[config.mk]
export PLATFORM = sky130hd
export DESIGN_NAME = pipe_stage_reg
export DESIGN_NICKNAME = d
export VERILOG_FILES = /design/src/rtl/pipe_stage_pkg.sv /design/src/rtl/sat_counter.sv /design/src/rtl/pipe_stage_reg.sv
export SDC_FILE = /design/constraint.sdc
export NUM_CORES = 1
export LEC_CHECK = 0
export CORE_ASPECT_RATIO = 0.7
export CORE_MARGIN = 2
export CORE_UTILIZATION = 41
export DETAILED_ROUTE_END_ITERATION = 10
export PLACE_DENSITY = 0.73
export SLEW_MARGIN = 20
export SYNTH_ARGS = -nofsm -noshare
export SYNTH_HDL_FRONTEND = slang
export SYNTH_SLANG_ARGS = --single-unit
[constraint.sdc]
create_clock -name clk -period 1.5 [get_ports clk]
set_clock_uncertainty 0.1 [all_clocks]
set_input_delay 0.15 -clock clk [delete_from_list [all_inputs] [get_ports clk]]
set_output_delay 0.15 -clock clk [all_outputs]
set_load 0.05 [all_outputs]
[src/rtl/pipe_stage_pkg.sv]
// Shared types and constants for the pipeline stage register.
//   ps_state_t : occupancy of the stage (main entry / skid entry)
//   RV32_NOP   : default bubble payload (addi x0,x0,0)
package pipe_stage_pkg;

   typedef enum logic [1:0] {
      PS_EMPTY = 2'd0,
      PS_HALF  = 2'd1,
      PS_FULL  = 2'd2
   } ps_state_t;

   localparam logic [31:0] RV32_NOP = 32'h0000_0013;

endpackage

[src/rtl/sat_counter.sv]
// Saturating up-counter: counts cycles with inc=1 and holds at all-ones.
//   clk   : clock
//   rst   : asynchronous active-low reset, clears count
//   inc   : count enable for this cycle
//   count : current count (registered)
module sat_counter #(
   parameter int unsigned CNT_W = 16
) (
   input  logic             clk,
   input  logic             rst,
   input  logic             inc,
   output logic [CNT_W-1:0] count
);

   always_ff @(posedge clk or negedge rst) begin
      if (!rst) begin
         count <= '0;
      end else if (inc && (count != {CNT_W{1'b1}})) begin
         count <= count + CNT_W'(1);
      end
   end

endmodule

[src/rtl/pipe_stage_reg.sv]
// Pipeline stage register with valid/ready handshake and a 2-entry skid buffer.
// Full throughput, in_ready is a register output (no comb path from out_ready),
// synchronous flush to the RESET_VAL bubble.
//   clk, rst            : clock, asynchronous active-low reset
//   flush               : synchronous squash of all held entries
//   in_valid/in_ready   : upstream handshake, in_data payload
//   out_valid/out_ready : downstream handshake, out_data payload (registered)
//   stall_cnt/bubble_cnt: saturating perf counters, present only when
//                         PIPE_STAGE_REG_PERF_EN is defined
module pipe_stage_reg
   import pipe_stage_pkg::*;
#(
   parameter int unsigned      WIDTH     = 32,
   parameter logic [WIDTH-1:0] RESET_VAL = WIDTH'(RV32_NOP),
   parameter int unsigned      CNT_W     = 16
) (
   input  logic             clk,
   input  logic             rst,
   input  logic             flush,
   input  logic             in_valid,
   output logic             in_ready,
   input  logic [WIDTH-1:0] in_data,
   output logic             out_valid,
   input  logic             out_ready,
   output logic [WIDTH-1:0] out_data
`ifdef PIPE_STAGE_REG_PERF_EN
   ,
   output logic [CNT_W-1:0] stall_cnt,
   output logic [CNT_W-1:0] bubble_cnt
`endif
);

   ps_state_t        state_q, state_nxt;
   logic [WIDTH-1:0] main_q, main_nxt;
   logic [WIDTH-1:0] skid_q, skid_nxt;
   logic             out_valid_q;
   logic             in_ready_q;
   logic             in_xfer;
   logic             out_xfer;

   assign in_xfer  = in_valid && in_ready_q;
   assign out_xfer = out_valid_q && out_ready;

   // Next-state and data steering
   always_comb begin
      state_nxt = state_q;
      main_nxt  = main_q;
      skid_nxt  = skid_q;
      unique case (state_q)
         PS_EMPTY: begin
            if (in_xfer) begin
               state_nxt = PS_HALF;
               main_nxt  = in_data;
            end
         end
         PS_HALF: begin
            if (in_xfer && out_xfer) begin
               main_nxt = in_data;
            end else if (in_xfer) begin
               state_nxt = PS_FULL;
               skid_nxt  = in_data;
            end else if (out_xfer) begin
               // main keeps its value so out_data holds while out_valid=0
               state_nxt = PS_EMPTY;
            end
         end
         PS_FULL: begin
            if (out_xfer) begin
               state_nxt = PS_HALF;
               main_nxt  = skid_q;
            end
         end
         default: begin
            state_nxt = PS_EMPTY;
            main_nxt  = RESET_VAL;
         end
      endcase
      // Flush discards everything, including a same-cycle incoming item
      if (flush) begin
         state_nxt = PS_EMPTY;
         main_nxt  = RESET_VAL;
      end
   end

   // State and payload registers; handshake outputs registered from next state
   always_ff @(posedge clk or negedge rst) begin
      if (!rst) begin
         state_q     <= PS_EMPTY;
         main_q      <= RESET_VAL;
         skid_q      <= '0;
         out_valid_q <= 1'b0;
         in_ready_q  <= 1'b1;
      end else begin
         state_q     <= state_nxt;
         main_q      <= main_nxt;
         skid_q      <= skid_nxt;
         out_valid_q <= (state_nxt != PS_EMPTY);
         in_ready_q  <= (state_nxt != PS_FULL);
      end
   end

   assign out_valid = out_valid_q;
   assign in_ready  = in_ready_q;
   assign out_data  = main_q;

`ifdef PIPE_STAGE_REG_PERF_EN
   // Perf counters: cleared only by rst, unaffected by flush
   sat_counter #(.CNT_W(CNT_W)) u_stall_cnt (
      .clk   (clk),
      .rst   (rst),
      .inc   (out_valid_q && !out_ready),
      .count (stall_cnt)
   );

   sat_counter #(.CNT_W(CNT_W)) u_bubble_cnt (
      .clk   (clk),
      .rst   (rst),
      .inc   (!out_valid_q),
      .count (bubble_cnt)
   );
`endif

endmodule

After elaboration in Yosys (flattened, before gate mapping). Index checks and enable logic that the tools add are counted.

Bits in registers: 68. Output and inout port bits: 34.

Eq/ne operators: 6. Mux-type cells: 12. Bitwise operators: 1. Reductions and logical operators: 7.

Operator list (number): $mux W32 (4); $pmux W32 S3 (1); $mux W2 (6); $ne A3 B3 Y1 const B (3); $pmux W2 S3 (1); $reduce_and A3 Y1 (2); $logic_and A1 B1 Y1 (3); $eq A2 B1 Y1 const B (1); $eq A2 B2 Y1 const B (1); $logic_not A2 Y1 (1); $ne A2 B2 Y1 const B (1); $reduce_bool A2 Y1 (1); $not A1 Y1 (1).

Depth between registers and ports, before layout.
Depth after elaboration: 7. Mapped depth: 5.

Least setup slack after synthesis. Ideal clock, no wire load.

Path type: register to register. Start: reg in_ready_q (netlist: in_ready). End: reg main_q[16] (netlist: out_data[16]). Setup time: 0.125 ns. Arrival: 1.619 ns. Setup slack: -0.344 ns. Cell stages (with the launch flop): 5. Clock period less this slack: 1.844 ns. Path through: dfstp_2 -> a21oi_1 -> o21ai_2 -> buf_6 -> mux2_4.

Word-level cells in the longest chain between the ends: 4.

Ends and longest elaborated chain: start, declared (RTL line pipe_stage_reg.sv:37) `logic in_ready_q;`; start signal, assigned (RTL line pipe_stage_reg.sv:98) `in_ready_q <= (state_nxt != PS_FULL);`; $logic_and A1 B1 Y1 (*) (RTL line pipe_stage_reg.sv:41) `assign in_xfer = in_valid && in_ready_q;`; $logic_and A1 B1 Y1 (RTL line pipe_stage_reg.sv:57) `if (in_xfer && out_xfer) begin`; $ne A3 B3 Y1 (no source line); $reduce_and A3 Y1 (no source line) (*); end signal, assigned (RTL line pipe_stage_reg.sv:95) `main_q <= main_nxt;`; end, declared (RTL line pipe_stage_reg.sv:34) `logic [WIDTH-1:0] main_q, main_nxt;`.

Mark *: on every way between the ends. The rest lies on a longest branch, timed or not. A chain may end at the register's enable or synchronous reset.

Worst setup path after layout.
Start: reg in_ready_q (netlist: in_ready). End: reg skid_q[9].

Word-level cells in the longest chain between the ends: 4.

Ends and longest elaborated chain: $logic_and A1 B1 Y1 (*) (RTL line pipe_stage_reg.sv:41); $logic_and A1 B1 Y1 (RTL line pipe_stage_reg.sv:57); $not A1 Y1 (no source line); $reduce_and A3 Y1 (no source line) (*); end signal, assigned (RTL line pipe_stage_reg.sv:96) `skid_q <= skid_nxt;`; end, declared (RTL line pipe_stage_reg.sv:35) `logic [WIDTH-1:0] skid_q, skid_nxt;`.

Marks and branches as above.

==> results.py <==
metrics = {
    "outcome": {
        "outcome": "finished with violations",
        "violations": "setup timing",
    },
    "floorplan": {
        "fp.dieW_um": 112,
        "io_pins": 71,
        "num_rows": 27,
        "die-area_mm2": 0.00897,
        "initial_core_util_pct": 42.6,
        "core_mm2": 0.00791,
        "die_h_um": 79.8,
    },
    "detailed_routing": {
        "num_vias": 2425,
        "wl_per_cell_um": 18.1,
        "drt_iter0_drc": 119,
        "wl_um": 8390,
        "drt_first_pass_iters": 4,
        "drtAntennaViolNets": 0,
        "drc": 0,
        "via_per_inst": 5.24,
    },
    "placed_design": {
        "dp_hpwl_um": 4770,
        "dp_cells": 430,
        "routabilityCongestion": 0.766,
        "numPortBuffers": 70,
    },
    "finish": {
        "area_growth_pct": 51.6,
        "final_nets": 394,
        "fin_util_pct": 64.6,
        "final_layout_size_suffix_gt1_share_pct": 44.5,
        "fin_cells": 463,
        "n_antenna_cell": 0,
    },
    "critical_path": {
        "cpPeakStageDelay_ns": 0.57,
        "arrival_ns": 1.86,
        "critPathCaptureType": "flop",
        "r2r-start": "in_ready",
        "required_ns": 1.61,
        "crit_path_end": "skid_q[9]",
        "crit_path_start_kind": "flop",
        "critPathSlowestCell": "dfstp_2",
        "reg2reg_to": "skid_q[9]",
        "worstPathMaxFanout": 7,
        "rrSetupSlack_ns": -0.25,
        "crit_type": "flop to flop",
        "worst-r2r-cell-count": 5,
        "worstPathCellList": "nand4b_1 > a21oi_4 > buf_12 > clkbuf_16 > mux2_4",
        "crit_start": "in_ready",
    },
    "timing": {
        "rsz0062_at_grt": "yes",
        "max_slew.worst_pin.slew_ns": 0.399,
        "timing.final.crit_share_pct": 117,
        "hold_viol": 0,
        "worst_slack_ns": -0.253,
        "period_minus_slack_ns": 1.75,
        "slew_viol_final": 0,
        "finalSetupViolCount": 64,
        "fmax_mhz": 570,
        "max_slew_margin_pct": 73.4,
    },
    "grt": {
        "antenna_found_initial": 0,
        "grt-ovfl-total": 0,
        "grt_pass1_vias": 2335,
        "grt_max_degree": 69,
        "grt_pass1_wl_um": 12500,
        "grt_usage_pct": 18.0,
    },
    "power_and_ir_drop": {
        "power.switching_mw": 2.14,
        "clock_power_share_pct": 33.3,
        "internal_power_mw": 5.40,
        "p_comb_share_pct": 31.0,
        "p_seq_share_pct": 35.6,
        "swShare_pct": 28.4,
        "power.density_mw_per_mm2": 1480,
        "p_leak_nw": 2.33,
        "peakVddDrop_mv": 0.855,
    },
    "cts": {
        "clock_latency_ns": 0.33,
        "h-tree-depth": 3,
        "clk_path_buf_depth": 2,
        "cts_tree": "built",
        "cts_buffers": 9,
        "cts.sinks": 68,
        "clkTransAtPathRegs_ns": 0.06,
        "cts_root_buf": "clkbuf_16",
    },
    "synthesis": {
        "syn_avg_cell_area_um2": 12.9,
        "synth_nets": 298,
        "ys_types": 22,
        "ys.flop_type": "dfrtp_1",
        "synthCells": 261,
        "syn-cell-area_mm2": 0.00337,
        "synthArstFlopShare_pct": 100,
        "synth.most_common_cell": "dfrtp_1",
        "synth_common_cells": "64 x dfrtp_1, 34 x mux2_2, 31 x a21oi_1",
        "yosysTopAreaCell": "dfrtp_1",
        "yosysTopAreaCellShare_pct": 47.5,
        "ys_ff_latch": 68,
        "synth_edf_count": 0,
        "synth.area.top_cells": "dfrtp_1 48%, mux2_4 13%, mux2_2 11%",
        "synth.yosys.seq_area_share_pct": 50.6,
        "ys_warn_count": 0,
    },
    "worst_hold_path": {
        "min_path_type": "primary input to asynchronous set/reset pin",
    },
    "job": {
        "maxCapViolCount": 0,
    },
}
routing by layer:
| layer | global-route usage [%] | vias up | share of wire [%] |
|---|---|---|---|
| met5 | 0 | - | 0 |
| met4 | 2.56 | 0 | 0.37 |
| met3 | 6.53 | 4 | 5.6 |
| met2 | 26.8 | 69 | 44 |
| met1 | 25.7 | 1245 | 50 |
| li1 | - | 1107 | - |
stage by stage:
stage | instance area (um2) | hold WS [ns] | setup slack, ns | power, mW | TNS, ns
detailed placement | 4350 | 0.102 | -0.317 | 4.70 | -17.25
global placement | 4350 | 0.103 | -0.265 | 4.64 | -15.07
global route | 5110 | 0.340 | -0.282 | 7.86 | -14.97
CTS | 4780 | 0.304 | -0.214 | 7.31 | -10.64
finish | 5110 | 0.249 | -0.253 | 7.55 | -12.64
floorplan | 3420 | -0.246 | -0.304 | 3.98 | -16.76
power groups by stage:
stage | combinational [mW] | sequential (mW) | clock, mW
after floorplan | 0.954 | 3.02 | 0
after global placement | 1.97 | 2.66 | 0
after detailed placement | 2.02 | 2.68 | 0
after CTS | 2.09 | 2.67 | 2.55
after global routing | 2.48 | 2.74 | 2.64
final | 2.34 | 2.69 | 2.52
flip-flops by register name (all words and copies together), names as in the netlist:
name and count:
in_ready 1, state_q 2, skid_q 32, out_valid 1, out_data 32
cells in the final DEF (no fill, tap or decap), drive strengths merged, types with 2 or more instances in the layout:
| cell type | instances |
|---|---|
| nand2b | 29 |
| a21oi | 32 |
| clkdlybuf4s50 | 35 |
| nand3b | 29 |
| nor3b | 3 |
| dfrtp | 64 |
| nor2 | 4 |
| bufinv | 3 |
| clkbuf | 16 |
| o21bai | 3 |
| nor2b | 2 |
| buf | 64 |
| mux2 | 64 |
| dfstp | 4 |
logic make-up after synthesis:
| kind of cell | count (synthesis) | synth area share [%] |
|---|---|---|
| compound gates | 38 | 6.68 |
| simple gates | 71 | 14.0 |
| mux | 64 | 24.7 |
| buf+inv | 20 | 3.90 |
| flops | 68 | 50.6 |
timing repair:
action                                  CTS  global route
endpoints found under the hold margin    64             0
buffers inserted                          1             9
hold buffers                              1             0
pin swaps                                 0             1
endpoints found under the setup margin   64            64
cloned                                    1             6
resized for setup                         6            34
worst min-delay path by stage:
stage | from | endpoint | slack [ns] | cells past startpoint
after CTS | rst | out_data[8] | 0.30 | 3
after global routing | rst | out_data[10] | 0.34 | 3
final | rst | out_data[8] | 0.25 | 3
after global placement | rst | out_data[8] | 0.10 | 2
after detailed placement | rst | out_data[8] | 0.10 | 2
after floorplan | rst | out_data[10] | -0.25 | 0
area by class of cell:
| class | instances | area [um2] |
|---|---|---|
| fillers | 581 | 2800 |
| repair buffers | 105 | 1230 |
| clock inverters | 5 | 106 |
| well taps | 101 | 126 |
| multi-input cells | 173 | 1680 |
| clock buffers | 11 | 253 |
| flip-flops and latches | 68 | 1710 |
critical path, delay by kind of cell (launching register included):
family	cells	cell delay, ns
compound gates	1	0.17
buf+inv	2	0.33
flops	1	0.57
mux	1	0.30
simple gates	1	0.16
Note: power is estimated with default switching activity, not from simulation.
